$ cat src/rtl/uart_rx.sv
// 8N1 UART receiver with mid-bit sampling; completed bytes are held in a single register,
// or in a FIFO_DEPTH-entry FIFO when UART_RX_FIFO_EN is defined.
module uart_rx #(
    parameter int CLKS_PER_BIT = 104,
    parameter int FIFO_DEPTH   = 4
) (
    input  logic       clk,
    input  logic       rst_n,
    input  logic       uart_rx_pin,
    output logic [7:0] rx_data,
    output logic       rx_valid,
    input  logic       rx_ready,
    output logic       frame_err,
    output logic       overrun
);
    localparam int TW = $clog2(CLKS_PER_BIT);
    localparam logic [TW-1:0] FULL_LOAD = TW'(CLKS_PER_BIT - 1);
    localparam logic [TW-1:0] HALF_LOAD = TW'(CLKS_PER_BIT / 2 - 1);

    localparam logic [1:0] S_IDLE  = 2'd0;
    localparam logic [1:0] S_START = 2'd1;
    localparam logic [1:0] S_DATA  = 2'd2;
    localparam logic [1:0] S_STOP  = 2'd3;

    if (CLKS_PER_BIT < 4 || FIFO_DEPTH < 2 || (FIFO_DEPTH & (FIFO_DEPTH - 1)) != 0) begin : g_bad_cfg
        $error("uart_rx: CLKS_PER_BIT must be >= 4 and FIFO_DEPTH a power of two >= 2");
    end

    // Reset asserts immediately but releases two clk edges after rst_n rises.
    logic [1:0] r_rst_sync;
    logic       w_rst_n;
    always_ff @(posedge clk or negedge rst_n) begin
        if (!rst_n) r_rst_sync <= 2'b00;
        else        r_rst_sync <= {r_rst_sync[0], 1'b1};
    end
    assign w_rst_n = r_rst_sync[1];

    logic [1:0]    r_sync;
    logic [1:0]    r_state;
    logic [TW-1:0] r_timer;
    logic [2:0]    r_index;
    logic [7:0]    r_shift;
    logic          r_frame_err;
    logic          w_line;
    logic          w_expire;
    logic          w_stop_smp;
    logic          w_push;

    assign w_line     = r_sync[1];
    assign w_expire   = (r_timer == '0);
    assign w_stop_smp = (r_state == S_STOP) && w_expire;
    assign w_push     = w_stop_smp && w_line;

    always_ff @(posedge clk or negedge w_rst_n) begin
        if (!w_rst_n) begin
            r_sync      <= 2'b11;
            r_state     <= S_IDLE;
            r_timer     <= '0;
            r_index     <= 3'd0;
            r_shift     <= 8'h00;
            r_frame_err <= 1'b0;
        end else begin
            r_sync      <= {r_sync[0], uart_rx_pin};
            r_frame_err <= w_stop_smp && !w_line;
            case (r_state)
                S_IDLE: begin
                    if (!w_line) begin
                        r_state <= S_START;
                        r_timer <= HALF_LOAD;
                    end
                end
                S_START: begin
                    if (!w_expire) begin
                        r_timer <= r_timer - 1'b1;
                    end else if (!w_line) begin
                        r_state <= S_DATA;
                        r_timer <= FULL_LOAD;
                        r_index <= 3'd0;
                    end else begin
                        r_state <= S_IDLE;
                    end
                end
                S_DATA: begin
                    if (!w_expire) begin
                        r_timer <= r_timer - 1'b1;
                    end else begin
                        r_shift[r_index] <= w_line;
                        r_timer          <= FULL_LOAD;
                        r_index          <= r_index + 3'd1;
                        if (r_index == 3'd7) r_state <= S_STOP;
                    end
                end
                default: begin
                    // Back to IDLE on the sample itself so a start bit right after stop is caught.
                    if (!w_expire) r_timer <= r_timer - 1'b1;
                    else           r_state <= S_IDLE;
                end
            endcase
        end
    end

    assign frame_err = r_frame_err;

    logic r_overrun;
    assign overrun = r_overrun;

`ifdef UART_RX_FIFO_EN
    localparam int AW = $clog2(FIFO_DEPTH);

    logic [7:0]  r_mem [FIFO_DEPTH];
    logic [AW-1:0] r_wr_ptr;
    logic [AW-1:0] r_rd_ptr;
    logic [AW:0]   r_count;
    logic          w_full;
    logic          w_pop;
    logic          w_wr;

    assign w_full = (r_count == (AW + 1)'(FIFO_DEPTH));
    assign w_pop  = (r_count != '0) && rx_ready;
    assign w_wr   = w_push && (!w_full || w_pop);

    always_ff @(posedge clk or negedge w_rst_n) begin
        if (!w_rst_n) begin
            for (int i = 0; i < FIFO_DEPTH; i++) r_mem[i] <= 8'h00;
            r_wr_ptr  <= '0;
            r_rd_ptr  <= '0;
            r_count   <= '0;
            r_overrun <= 1'b0;
        end else begin
            r_overrun <= w_push && !w_wr;
            if (w_wr) begin
                r_mem[r_wr_ptr] <= r_shift;
                r_wr_ptr        <= r_wr_ptr + 1'b1;
            end
            if (w_pop) r_rd_ptr <= r_rd_ptr + 1'b1;
            if (w_wr && !w_pop)      r_count <= r_count + 1'b1;
            else if (!w_wr && w_pop) r_count <= r_count - 1'b1;
        end
    end

    assign rx_data  = r_mem[r_rd_ptr];
    assign rx_valid = (r_count != '0);
`else
    logic [7:0] r_data;
    logic       r_valid;
    logic       w_pop;

    assign w_pop = r_valid && rx_ready;

    always_ff @(posedge clk or negedge w_rst_n) begin
        if (!w_rst_n) begin
            r_data    <= 8'h00;
            r_valid   <= 1'b0;
            r_overrun <= 1'b0;
        end else begin
            r_overrun <= w_push && r_valid && !w_pop;
            if (w_push && (!r_valid || w_pop)) begin
                r_data  <= r_shift;
                r_valid <= 1'b1;
            end else if (w_pop) begin
                r_valid <= 1'b0;
            end
        end
    end

    assign rx_data  = r_data;
    assign rx_valid = r_valid;
`endif
endmodule

$ cat config.mk
export PLATFORM = sky130hd
export DESIGN_NAME = uart_rx
export DESIGN_NICKNAME = d
export VERILOG_FILES = /design/src/rtl/uart_rx.sv
export SDC_FILE = /design/constraint.sdc
export NUM_CORES = 1
export LEC_CHECK = 0
export CAP_MARGIN = 20
export CORE_ASPECT_RATIO = 0.5
export CORE_MARGIN = 4
export CORE_UTILIZATION = 55
export DETAILED_ROUTE_END_ITERATION = 12
export PLACE_DENSITY = 0.75
export SLEW_MARGIN = 20
export SYNTH_ARGS = -nofsm -noshare
export SYNTH_HDL_FRONTEND = slang
export SYNTH_SLANG_ARGS = --single-unit
$ cat constraint.sdc
create_clock -name clk -period 1.65 [get_ports clk]
set_input_delay 0.495 -clock clk [delete_from_list [all_inputs] [get_ports clk]]
set_output_delay 0.495 -clock clk [all_outputs]
set_load 0.01 [all_outputs]
==> impl_metrics.json, run 1 <==
{
  "dp_hpwl_um": 2840,
  "synth_cell_types": 39,
  "start_kind": "register",
  "synth_fa_ha_area_frac": 0.0565,
  "fin_total_pwr_mw": 3.61,
  "first_pass_iters": 4,
  "synth_ff_type": "dfrtp_1",
  "fin_area_um2": 2460,
  "dp.cells": 236,
  "synthToLayoutAreaGrowth_pct": 39.0,
  "crit_path_top_delay_cell": "or4_4",
  "hold_class": "reg -> async",
  "clkTransAtPathRegs_ns": 0.07,
  "cp-end-kind": "register",
  "fillers": 185,
  "die-width_um": 88.3,
  "ys_seq_elements": 35,
  "fin_skew_ns": 0.00317,
  "wl_met1_um": 1760,
  "vias_per_cell": 5.54,
  "met3_wirelength_um": 233,
  "port_buffers": 14,
  "cpPeakStageDelay_ns": 0.54,
  "setup_viol": 28,
  "peakVddDrop_mv": 1.03,
  "cp_max_fo": 4,
  "synth_mux_area_frac": 0.147,
  "gp_congestion": 0.794,
  "finalNonFillerCells": 250,
  "routed_wl_um": 4010,
  "tightest_slew_ns": 0.572,
  "tns_ns": -5.93,
  "vias": 1385,
  "finalNetCount": 221,
  "synth-simple-area-share": 0.151,
  "drv_cap": 0,
  "violations": "negative setup slack",
  "async_flop_share": 1.00,
  "cp_common_cell": "or4_4",
  "period_share": 1.21,
  "netlist_instances": 147,
  "drive_above_1_share": 0.433,
  "grt_pass1_vias": 1387,
  "placed_cell_area_um2": 2260,
  "synth_nets": 159,
  "post-place-ws_ns": -0.366,
  "grt_max_degree": 22,
  "timing.final.ws_setup_ns": -0.352,
  "postCtsHoldBufs": 0,
  "diodes": 0,
  "cts_tree": "built",
  "synth_seq_area_share": 0.495,
  "worstReg2RegEnd": "r_shift[6]",
  "grt_pass1_wl_um": 6370,
  "numClockSinks": 35,
  "rows": 14,
  "crit_type": "reg -> reg",
  "syn_area_um2": 1770,
  "drt_iter0_drc": 64,
  "p_leak_nw": 1.22,
  "antenna_found_initial": 0,
  "synthXorXnorAreaFrac": 0,
  "synth_compound_area_frac": 0.120,
  "num_io_pins": 15,
  "die_h_um": 48.1,
  "ant_nets": 0,
  "hold_ws_ns": 0.239,
  "fin_crit_ns": 2.00,
  "overflow": 0,
  "synth_top_family_by_area": "simple AND/OR/NAND/NOR gates",
  "max-slew-margin-rel": 0.618,
  "ff2ff_path_depth": 4,
  "synth_edf_count": 0,
  "final_util": 0.808,
  "r2r_start": "r_timer[5]",
  "rsz0062_at_grt": "yes",
  "arrival_ns": 2.17,
  "core_area_um2": 3050,
  "routedWlPerCell_um": 16.0,
  "numCtsBuffers": 5,
  "clk_latency_ns": 0.28,
  "path_cells": "or4_4, or4_4, nor2_2, mux2_1",
  "initial_core_util": 0.582,
  "route.detailed.drc": 0,
  "hold_viol": 0,
  "worst_ep_required_time_ns": 1.82,
  "grt.total_usage": 0.209,
  "power_density_nw_per_um2": 1470,
  "htreeDepth": 2,
  "top_layer_used": "met4",
  "cts.root.buffer_cell": "clkbuf_8",
  "outcome": "complete, but fails checks",
  "slew_violations": 0,
  "reg2reg_slack_ns": -0.35,
  "dr_wl_met2_um": 1940,
  "yosys_warnings": 0,
  "avgSynthCellArea_um2": 12.1,
  "max_freq_mhz": 500,
  "die_area_um2": 4250,
  "cts_buffer_depth": 2
}
-- metal layers --
| layer | vias up | track usage |
|---|---|---|
| met5 | - | 0 |
| met4 | 0 | 0.0994 |
| met3 | 10 | 0.0658 |
| met2 | 44 | 0.360 |
| met1 | 674 | 0.249 |
| li1 | 657 | - |
-- cell usage after synthesis, types with 2 or more instances --
cell type  number  area share
a211oi_1        2      0.0085
nand2b_1        4       0.014
nor3b_1         2      0.0085
mux2_2          5       0.032
nor2b_1         2      0.0071
nor2_1          9       0.019
o21ai_0         2      0.0056
a22o_1          2      0.0099
mux2_4         10       0.085
a31oi_1         3       0.011
or4_4           2       0.013
ha_1            8       0.056
o22ai_1         2      0.0071
nand2_1         8       0.017
mux2_1          4       0.025
dfstp_2         2       0.030
dfrtp_1        33        0.47
a21oi_1         8       0.023
nor3_1          7       0.020
o22a_1          3       0.015
or3_1           3       0.011
inv_1           9       0.019
-- registers in the layout, summed over array words and instances (netlist names) --
register	flops
rx_valid	1
r_index	3
frame_err	1
r_state	2
rx_data	8
r_timer	7
r_shift	8
overrun	1
r_sync	2
r_rst_sync	2
-- where the power goes --
group          switching (mW)  leakage (nW)  internal [mW]
Clock                   0.308        0.0412          0.295
Combinational           0.890         0.719           1.01
Sequential              0.117         0.461          0.994
-- critical path, delay by kind of cell (launching register included) --
family / cells / cell delay, ns
simple gates: 3 / 1.16
flops: 1 / 0.40
mux: 1 / 0.33
-- logic make-up after synthesis --
logic type      count (synthesis)
simple gates                   44
flops                          35
compound gates                 28
mux                            20
buf+inv                        11
fa+ha+maj                       8
other cells                     1
-- layout make-up --
cell class              instances  area [um2]  area share
flip-flops and latches         35         880       0.357
inverters                       9        33.8      0.0137
multi-input cells             101         930       0.377
clock inverters                 2        12.5     0.00508
repair buffers                 57         485       0.197
well taps                      40        50.0      0.0203
clock buffers                   6        72.6      0.0295
-- how the worst max path moves through the flow --
stage | cells after the start | to | startpoint
after floorplan | 4 | r_shift[0] | r_timer[3]
after global placement | 4 | r_shift[2] | r_timer[3]
after detailed placement | 4 | r_shift[6] | r_timer[5]
after CTS | 4 | r_shift[6] | r_timer[5]
after global routing | 4 | r_shift[0] | r_timer[5]
final | 4 | r_shift[6] | r_timer[5]
-- cell usage in the layout (no fill, tap or decap), types with 4 or more instances in the layout --
| cell | instances |
|---|---|
| mux2_4 | 12 |
| clkbuf_8 | 5 |
| nand2b_1 | 4 |
| ha_1 | 6 |
| buf_4 | 39 |
| a21oi_1 | 6 |
| dfrtp_1 | 32 |
| nor3_1 | 5 |
| nand2_1 | 8 |
| mux2_2 | 4 |
| dlygate4sd2_1 | 10 |
| nor2_1 | 6 |
| inv_1 | 8 |
-- timing repair --
action / CTS / global route
pin swaps: 7 / 6
endpoints found under the hold margin: 0 / 0
endpoints found under the setup margin: 38 / 31
setup buffers: 5 / 1
resized for setup: 19 / 12
No activity file was read; power rests on OpenSTA's default activity.
==> run 2, diff against run 1 <==
- PLACE_DENSITY: 0.75 -> 0.76
==> impl_metrics.json, run 2 (synthesized netlist as in run 1, its figures left out) <==
{
  "outcome": "complete, but fails checks",
  "violations": "negative setup slack",
  "arrival_ns": 2.18,
  "power.switching_mw": 1.32,
  "port_buffers": 14,
  "rsz0062_at_grt": "yes",
  "die-width_um": 88.3,
  "drive_above_1_share": 0.427,
  "die_area_um2": 4250,
  "first_pass_iters": 4,
  "cts_buffer_depth": 2,
  "fin_skew_ns": 0.00500,
  "p_int_mw": 2.32,
  "final_common_cell": "buf_4",
  "setup_viol": 28,
  "grt_max_degree": 22,
  "initial_core_util": 0.582,
  "hold_viol": 0,
  "finalNetCount": 222,
  "route.detailed.drc": 0,
  "core_area_um2": 3050,
  "grt.total_usage": 0.201,
  "slew_violations": 0,
  "final_cell_mix": "42 x buf_4, 32 x dfrtp_1, 12 x mux2_4",
  "cp_max_fo": 4,
  "fin_total_pwr_mw": 3.64,
  "die_h_um": 48.1,
  "gp_congestion": 0.808,
  "drv_cap": 0,
  "antenna_found_initial": 0,
  "clkTransAtPathRegs_ns": 0.07,
  "clk_latency_ns": 0.29,
  "numClockSinks": 35,
  "reg2reg_slack_ns": -0.35,
  "grt_pass1_wl_um": 6240,
  "rows": 14,
  "routedWlPerCell_um": 16.0,
  "clkPwrFrac": 0.170,
  "synthToLayoutAreaGrowth_pct": 38.3,
  "tns_ns": -7.02,
  "crit_type": "reg -> reg",
  "ant_nets": 0,
  "routed_wl_um": 4010,
  "start_kind": "register",
  "tightest_slew_ns": 0.629,
  "cts_tree": "built",
  "max_freq_mhz": 500,
  "grt_pass1_vias": 1317,
  "ff2ff_path_depth": 4,
  "final_util": 0.805,
  "p_leak_nw": 1.23,
  "period_share": 1.21,
  "overflow": 0,
  "hold_class": "reg -> async",
  "max-slew-margin-rel": 0.581,
  "timing.final.ws_setup_ns": -0.350,
  "numCtsBuffers": 5,
  "peakVddDrop_mv": 0.982,
  "combPwrFrac": 0.530,
  "post-place-ws_ns": -0.337,
  "power_density_nw_per_um2": 1480,
  "fin_crit_ns": 2.00,
  "seqPwrFrac": 0.300,
  "worst_ep_required_time_ns": 1.83,
  "drt_iter0_drc": 66,
  "cts.root.buffer_cell": "clkbuf_8",
  "postCtsHoldBufs": 0,
  "netSwitchingFraction": 0.363,
  "cp-end-kind": "register",
  "vias_per_cell": 5.54,
  "htreeDepth": 2,
  "num_io_pins": 15,
  "diodes": 0,
  "vias": 1391,
  "dp_hpwl_um": 2750
}
==> run 2: cell types whose count changed in the layout (fill, tap and decap cells not counted), moves of 2 or more <==
cell / change
buf_4: +3
ha_4: -2
ha_2: +2
buf_6: -2
==> run 2: timing repair <==
item	CTS	global route
gates cloned	0	0
setup buffers	5	3
resized for setup	17	10
setup endpoints to repair	38	29
pin swaps	6	4
==> run 2: path summary, 6_finish.rpt <==
path                            endpoint          start
max                           r_shift[4]     r_timer[5]
min                           r_index[0]  r_rst_sync[1]
max reg2reg                   r_shift[4]     r_timer[5]
min reg2reg                   r_index[0]  r_rst_sync[1]
max in group asynchronous     r_shift[1]  r_rst_sync[1]
min in group clk           r_rst_sync[1]  r_rst_sync[0]
==> run 2: metrics by stage <==
step	hold WS (ns)	instances	instance area (um2)
after global placement	0.242	236	2260
final	0.266	251	2450
after CTS	0.276	248	2390
after floorplan	0.199	147	1780
after detailed placement	0.266	236	2260
after global routing	0.321	251	2450
==> run 2: worst max-delay path: stages, from the launching register on <==
cell,delay (ns)
dfrtp_1,0.38
or4_4,0.54
or4_4,0.49
nor2_1,0.16
mux2_1,0.33
==> run 2: final cells by class <==
cell class,count,area [um2]
multi-input cells,101,918
flip-flops and latches,35,880
fillers,180,596
repair buffers,58,485
clock buffers,6,72.6
well taps,40,50.0
inverters,9,33.8
clock inverters,2,12.5
==> run 2: power by group through the flow <==
| stage | combinational (mW) | sequential, mW | clock (mW) |
|---|---|---|---|
| 3_5_place_dp | 1.70 | 1.11 | 0 |
| 4_1_cts | 1.80 | 1.09 | 0.622 |
| 5_1_grt | 2.09 | 1.10 | 0.673 |
| 6_report | 1.93 | 1.09 | 0.621 |
| 2_1_floorplan | 0.932 | 1.15 | 0 |
| 3_3_place_gp | 1.64 | 1.10 | 0 |
==> run 2: routing by layer <==
layer,part of all wire,vias to the layer above,GRT usage
li1,-,665,-
met1,0.46,680,0.246
met2,0.48,42,0.361
met3,0.052,4,0.0658
met4,0.0057,0,0.0452
met5,0,-,0
==> run 3, diff against run 2 <==
- CORE_UTILIZATION: 55 -> 60
- MAX_ROUTING_LAYER: default -> met4
- PLACE_DENSITY: 0.76 -> 0.82
==> impl_metrics.json, run 3 <==
{
  "synthTopCellsByArea": "dfrtp_1 47%, mux2_4 8.5%, ha_1 5.6%, mux2_2 3.2%, dfstp_2 3.0%",
  "syn_area_um2": 1770,
  "yosys.area.top_type": "dfrtp_1",
  "avgSynthCellArea_um2": 12.1,
  "synth_cell_types": 39,
  "htreeDepth": 2,
  "port_buffers": 14,
  "synth_top_family_by_area": "simple AND/OR/NAND/NOR gates",
  "num_io_pins": 15,
  "gp_congestion": 0.892,
  "numClockSinks": 35,
  "grt_max_degree": 17,
  "yosys-top-cells-count": "33 x dfrtp_1, 10 x mux2_4, 9 x inv_1, 9 x nor2_1",
  "synth-simple-area-share": 0.151,
  "synth_ff_type": "dfrtp_1",
  "yosys_warnings": 0,
  "die-width_um": 84.9,
  "synthXorXnorAreaFrac": 0,
  "postCtsHoldBufs": 0,
  "initial_core_util": 0.657,
  "placed_cell_area_um2": 2300,
  "netlist_instances": 147,
  "synth_nets": 159,
  "outcome": "stopped before the end",
  "synth.most_common_cell": "dfrtp_1",
  "synth_top_area_frac": 0.466,
  "endpoint_type": "sequential cell input",
  "haltStage": "5_1_grt",
  "antenna_found_initial": 0,
  "ys_seq_elements": 35,
  "rows": 13,
  "synth_compound_area_frac": 0.120,
  "synth_mux_area_frac": 0.147,
  "async_flop_share": 1.00,
  "die_h_um": 46.4,
  "firstError": "[ERROR DPL-0033] detailed placement checks failed during check placement.",
  "synth_edf_count": 0,
  "numCtsBuffers": 5,
  "cts.root.buffer_cell": "clkbuf_8",
  "cts_buffer_depth": 2,
  "synth_fa_ha_area_frac": 0.0565,
  "dp_hpwl_um": 3550,
  "synth_seq_area_share": 0.495,
  "crit_endpoint": "r_shift[2]$_DFFE_PN0P_/D"
}
## run 3: cell counts after synthesis
No cell type changed its count.
## run 3: through the flow
step,worst slack (ns),util,instances,TNS [ns]
detailed placement,-0.388,0.850,240,-8.07
CTS,-0.374,0.939,254,-7.89
floorplan,-0.354,-,147,-4.96
global placement,-0.285,0.850,240,-5.84
## run 3: kinds of logic after synthesis
kind of cell             count (synthesis)
AO/OA/AOI/OAI                           28
adder cells (fa/ha/maj)                  8
buffers and inverters                   11
flip-flops                              35
multiplexers                            20
other                                    1
AND/OR/NAND/NOR                         44
## run 3: what timing repair did
action	CTS
setup buffers	6
hold endpoints to repair	0
gates resized for setup	31
setup endpoints to repair	37
pin swaps	8
==> run 4, diff against run 3 <==
- CORE_ASPECT_RATIO: 0.5 -> default
- CORE_UTILIZATION: 60 -> 40
- MAX_ROUTING_LAYER: met4 -> default
- PLACE_DENSITY: 0.82 -> default
- PLACE_DENSITY_LB_ADDON: default -> 0.15
==> impl_metrics.json, run 4 (synthesized netlist as in run 1, its figures left out) <==
{
  "die_h_um": 74.6,
  "die-width_um": 74.6,
  "final_cell_mix": "35 x buf_4, 32 x dfrtp_1, 18 x mux2_4",
  "die_area_um2": 5560,
  "drt_iter0_drc": 43,
  "cts_tree": "built",
  "path_cells": "or4_4, or4_4, nor3_4, mux2_4",
  "use_met2": 0.246,
  "finalNetCount": 222,
  "crit_family": "simple AND/OR/NAND/NOR gates",
  "finalNonFillerCells": 261,
  "worst_ep_required_time_ns": 1.83,
  "outcome": "complete, but fails checks",
  "r2r_start": "r_timer[5]",
  "violations": "negative setup slack",
  "tns_ns": -6.72,
  "fin_crit_ns": 2.03,
  "numClockSinks": 35,
  "grt.total_usage": 0.155,
  "setup_viol": 27,
  "cts_buffer_depth": 2,
  "overflow": 0,
  "critical_path_buf_inv_count": 0,
  "dp_hpwl_um": 2850,
  "grt_busiest_layer": "met2",
  "cp.depth": 4,
  "routedWlPerCell_um": 15.1,
  "initial_core_util": 0.428,
  "final_util": 0.623,
  "synthToLayoutAreaGrowth_pct": 45.6,
  "grt_pass1_vias": 1398,
  "peakVddDrop_mv": 0.968,
  "cpPeakStageDelay_ns": 0.55,
  "use_met1": 0.203,
  "hold_viol": 0,
  "arrival_ns": 2.20,
  "grt_pass1_wl_um": 6510,
  "clkTransAtPathRegs_ns": 0.07,
  "cts.root.buffer_cell": "clkbuf_8",
  "first_pass_iters": 4,
  "p_leak_nw": 1.27,
  "drive_above_1_share": 0.469,
  "num_io_pins": 15,
  "routed_wl_um": 3950,
  "fillers": 352,
  "ff2ff_path_depth": 4,
  "numCtsBuffers": 5,
  "route.detailed.drc": 0,
  "setup.worst_path.start": "r_timer[5]",
  "core_area_um2": 4140,
  "period_share": 1.23,
  "timing.final.ws_setup_ns": -0.376,
  "cp-end-kind": "register",
  "antenna_found_initial": 0,
  "dp.cells": 247,
  "htreeDepth": 2,
  "slew_violations": 0,
  "max_freq_mhz": 494,
  "clk_latency_ns": 0.29,
  "diodes": 0,
  "ant_nets": 0,
  "vias_per_cell": 5.24,
  "grtUsageMet3": 0.0405,
  "postCtsHoldBufs": 0,
  "power_density_nw_per_um2": 1480,
  "start_kind": "register",
  "port_buffers": 14,
  "rsz0062_at_grt": "yes",
  "drv_cap": 0,
  "final_common_cell": "buf_4",
  "crit_type": "reg -> reg",
  "reg2reg_slack_ns": -0.38,
  "gp_congestion": 0.882,
  "hold_class": "reg -> async",
  "fin_skew_ns": 0.00649,
  "worstReg2RegEnd": "r_shift[0]",
  "cp_max_fo": 4,
  "cp_common_cell": "or4_4",
  "crit_path_top_delay_cell": "or4_4",
  "rows": 23,
  "grt_max_degree": 23,
  "vias": 1367
}
==> run 4: metal layers <==
metal / wire, um / share of wire
met5: 0 / 0
met4: 83 / 0.021
met3: 129 / 0.033
met2: 1950 / 0.49
met1: 1790 / 0.45
==> run 4: final cells by class <==
type / instances / area (um2) / share of cell area
well taps: 50 / 62.6 / 0.0242
repair buffers: 58 / 507 / 0.196
inverters: 9 / 33.8 / 0.0131
clock inverters: 2 / 35.0 / 0.0136
clock buffers: 6 / 82.6 / 0.0320
multi-input cells: 101 / 981 / 0.380
flip-flops and latches: 35 / 880 / 0.341
==> run 4: timing repair <==
| action | 4_1_cts | 5_1_grt |
|---|---|---|
| setup endpoints to repair | 37 | 33 |
| endpoints found under the hold margin | 0 | 0 |
| setup buffers | 4 | 2 |
| resized for setup | 21 | 29 |
| pin swaps | 5 | 12 |
==> run 4: metrics by stage <==
step | instance area [um2] | setup slack (ns) | power (mW) | hold WS [ns]
after global routing | 2580 | -0.442 | 4.07 | 0.241
after global placement | 2270 | -0.288 | 2.78 | 0.186
final | 2580 | -0.376 | 3.81 | 0.182
after CTS | 2450 | -0.327 | 3.71 | 0.187
after floorplan | 1780 | -0.354 | 2.08 | 0.199
after detailed placement | 2270 | -0.337 | 2.83 | 0.184
==> run 4: worst max-delay path by stage <==
stage | to | slack (ns)
detailed placement | r_timer[1] | -0.34
global placement | r_shift[2] | -0.29
finish | r_shift[0] | -0.38
CTS | r_shift[6] | -0.33
global route | r_shift[1] | -0.44
floorplan | r_shift[0] | -0.35
==> run 4: where the power goes <==
group	switching (mW)	internal (mW)
logic	0.903	1.04
registers	0.0803	0.994
clock network	0.307	0.489
==> RTL change 1, RTL diff (config.mk and constraints of run 4) <==
Change the parameter `CLKS_PER_BIT` from 104 to 208.
--- a/src/rtl/uart_rx.sv
+++ b/src/rtl/uart_rx.sv
@@ -1,7 +1,7 @@
 // 8N1 UART receiver with mid-bit sampling; completed bytes are held in a single register,
 // or in a FIFO_DEPTH-entry FIFO when UART_RX_FIFO_EN is defined.
 module uart_rx #(
-    parameter int CLKS_PER_BIT = 104,
+    parameter int CLKS_PER_BIT = 208,
     parameter int FIFO_DEPTH   = 4
 ) (
     input  logic       clk,
Behaviour: same outputs for any inputs over 10 cycles, from zero or initial values and one cycle with rst_n low; that may be too few to reach the edited logic, so the function may still have changed.
==> RTL change 1 against run 4 <==
- the flow still finishes with violations (negative setup slack)
- area after synthesis increased by 5.1%
- design area increased by 11%
- routed wire length increased by 14%
- fmax decreased by 1.1%
- sequential power increased by 4%
- worst setup slack got worse by 0.022 ns
- total power increased by 7.5%
- sequential cell count increased by 1
- clock skew increased by 0.0046 ns
==> RTL change 1: results (changes against run 4) <==
outcome finished with violations (unchanged); failing checks negative setup slack (unchanged); multi-input gate count 117 (was 101); largest net degree at the start of global routing 35 (was 23); leakage 1.30 nW (was 1.27 nW); share of cells above drive strength 1 49.6% (was 46.9%); Clock Skew 0.0111 ns (was 0.00649 ns); clk tree area frac 3.37% (was 4.56%); wire per inst 15.8 um (was 15.1 um); post-synthesis instance total 165 (was 147); Clock buffer cells 7 (was 6); syn_nets 177 (was 159); synth top area cells dfrtp_1 46%, mux2_2 11%, ha_1 5.4% (was dfrtp_1 47%, mux2_4 8.5%, ha_1 5.6%); fillers 334 (was 352); all-layer global routing usage 15.7% (was 15.5%); register area share after synthesis 48.5% (was 49.5%); hold_ws 0.273 ns (was 0.182 ns); Inverters 7 (was 9); Placed Cells 269 (was 247); sequential cell area 905 um^2 (was 880 um^2); Setup TNS Final -7.64 ns (was -6.72 ns); first-pass GRT wire length 7450 um (was 6510 um); Post-DP HPWL 3080 um (was 2850 um); Setup WS post-layout -0.398 ns (was -0.376 ns); final-stage net count 246 (was 222); non-clock buffer count 67 (was 58); VDD IR max 860 uV (was 968 uV); final setup vio count 28 (was 27); Post-Route WL 4520 um (was 3950 um); max incr delay on CP 0.42 ns (was 0.55 ns); Post-synth top cells 34 x dfrtp_1, 18 x mux2_2, 11 x o21ai_0 (was 33 x dfrtp_1, 10 x mux2_4, 9 x inv_1, 9 x nor2_1); buffering overhead 19.6% (about the same); Via density 5.59 (was 5.24)
RTL change 1: power groups by stage:
stage	Combinational [mW]	Sequential [mW]	Clock, mW
after floorplan	0.919	1.18	0
after global placement	1.73	1.10	0
after detailed placement	1.77	1.11	0
after CTS	1.83	1.10	0.701
after global routing	2.50	1.13	0.746
final	2.30	1.11	0.683
RTL change 1: cells by family after synthesis:
kind of cell / after synthesis / synth area share, %
adder cells (fa/ha/maj): 8 / 5.37
multiplexers: 20 / 12.0
flip-flops: 36 / 48.5
other: 1 / 0.201
AO/OA/AOI/OAI: 37 / 13.7
AND/OR/NAND/NOR: 51 / 17.8
buffers and inverters: 12 / 2.48
RTL change 1: routing by layer:
layer  vias to the layer above  GRT usage (%)  routed length (um)
met5                         -              0                   0
met4                         0           5.07                  80
met3                        10           3.66                 150
met2                        29           27.5                2380
met1                       810           18.9                1900
li1                        749              -                   -
==> RTL change 2, RTL diff (settings of run 4) <==
Made on the original files. Put one more register stage on the output `overrun`, with the module's reset. The value now appears one clock later. The other outputs are not delayed to match.
--- a/src/rtl/uart_rx.sv
+++ b/src/rtl/uart_rx.sv
@@ -102,7 +102,13 @@
     assign frame_err = r_frame_err;
 
     logic r_overrun;
-    assign overrun = r_overrun;
+    always_ff @(posedge clk or negedge rst_n) begin
+        if (!rst_n) begin
+            overrun <= '0;
+        end else begin
+            overrun <= r_overrun;
+        end
+    end
 
 `ifdef UART_RX_FIFO_EN
     localparam int AW = $clog2(FIFO_DEPTH);
Check against the original RTL: same outputs for any inputs over 10 cycles, from zero or initial values and one cycle with rst_n low; that may be too few to reach the edited logic, so the function may still have changed.
==> RTL change 2 against run 4 <==
- the flow still finishes with violations (negative setup slack)
- design area decreased by 1.5%
- routed wire length decreased by 0.73%
- sequential cell count increased by 1
- count of clock-buffer cells in the layout increased by 1
- via count increased by 5.7%
- total power decreased by 0.96%
- global-route usage increased by 0.20 points
- worst setup slack improved by 0.053 ns
- area after synthesis increased by 1.4%
==> RTL change 2: results (changes against run 4) <==
syn_nets 160 (was 159); Post-synth top cells 34 x dfrtp_1, 10 x mux2_4, 9 x inv_1, 9 x nor2_1 (was 33 x dfrtp_1, 10 x mux2_4, 9 x inv_1, 9 x nor2_1); Non-Filler Instances 267 (was 261); Via density 5.41 (was 5.24); mux cell area share after synthesis 14.5% (was 14.7%); share of cells above drive strength 1 44.7% (was 46.9%); switching pwr 1.30 mW (was 1.29 mW); Placed Cells 254 (was 247); number of global-route vias before repair 1481 (was 1398); Post-Route WL 3920 um (was 3950 um); Setup TNS Final -5.63 ns (was -6.72 ns); critical path arrival 2.14 ns (was 2.20 ns); Met1 Wirelength 1590 um (was 1790 um); Synth Area in Compound Gates 11.8% (was 12.0%); failing checks negative setup slack (unchanged); all-layer global routing usage 15.7% (was 15.5%); Post-DP HPWL 2940 um (was 2850 um); Place WS -0.327 ns (was -0.337 ns); met2 WL post-DR 2120 um (was 1950 um); synth top area cells dfrtp_1 47%, mux2_4 8.4%, ha_1 5.6% (was dfrtp_1 47%, mux2_4 8.5%, ha_1 5.6%); register area share after synthesis 50.2% (was 49.5%); Setup WS post-layout -0.323 ns (was -0.376 ns); Synth Area in Adders 5.57% (was 5.65%); Syn Area/Cell 12.1 um^2 (about the same); VDD IR max 920 uV (was 968 uV); GR Util met2 29.1% (was 24.6%); first-pass GRT wire length 6700 um (was 6510 um); leakage 1.26 nW (was 1.27 nW); Clock Skew 0.0104 ns (was 0.00649 ns); GR Util met3 4.14% (was 4.05%); final setup vio count 28 (was 27); Die Area 5630 um^2 (was 5560 um^2); initial DRC count 26 (was 43); outcome finished with violations (unchanged)
==> RTL change 2: changes by cell type after synthesis, sizes merged <==
cell,before,now
dfrtp,33,34
==> RTL change 2: power by group through the flow <==
stage	Clock, mW	Sequential [mW]	Combinational [mW]
6_report	0.664	1.09	2.02
5_1_grt	0.728	1.11	2.20
4_1_cts	0.694	1.09	1.95
3_5_place_dp	0	1.12	1.82
3_3_place_gp	0	1.11	1.75
2_1_floorplan	0	1.18	0.932
==> RTL change 2: timing repair <==
item                                    CTS  global route
endpoints found under the setup margin   39            28
resized for setup                        20            14
pin swaps                                 6             3
buffers inserted                          5             1
==> RTL change 2: layout make-up <==
type                    count  area (um^2)
multi-input cells         101          933
flip-flops and latches     36          905
fillers                   367         1810
well taps                  52         65.1
inverters                   9         33.8
repair buffers             62          510
clock buffers               7         96.3
==> RTL change 2: final timing paths <==
check                                         from                      to  slack, ns  depth (start not counted)
max                         r_timer[5]$_DFFE_PN0P_  r_shift[0]$_DFFE_PN0P_      -0.32                          4
min                        r_rst_sync[1]$_DFF_PN0_  r_state[0]$_DFFE_PN0P_       0.27                          1
max reg2reg                 r_timer[5]$_DFFE_PN0P_  r_shift[0]$_DFFE_PN0P_      -0.32                          4
min reg2reg                r_rst_sync[1]$_DFF_PN0_  r_state[0]$_DFFE_PN0P_       0.27                          1
max in group asynchronous  r_rst_sync[1]$_DFF_PN0_  r_timer[3]$_DFFE_PN0P_       1.04                          1
min in group clk               r_overrun$_DFF_PN0_       overrun$_DFF_PN0_       0.35                          0
==> RTL change 2: worst reg2reg max path: stages (launching register included) <==
cell and delay, ns:
dfrtp_1 0.38, or4_4 0.54, or4_4 0.48, nor3_2 0.13
mux2_1 0.33
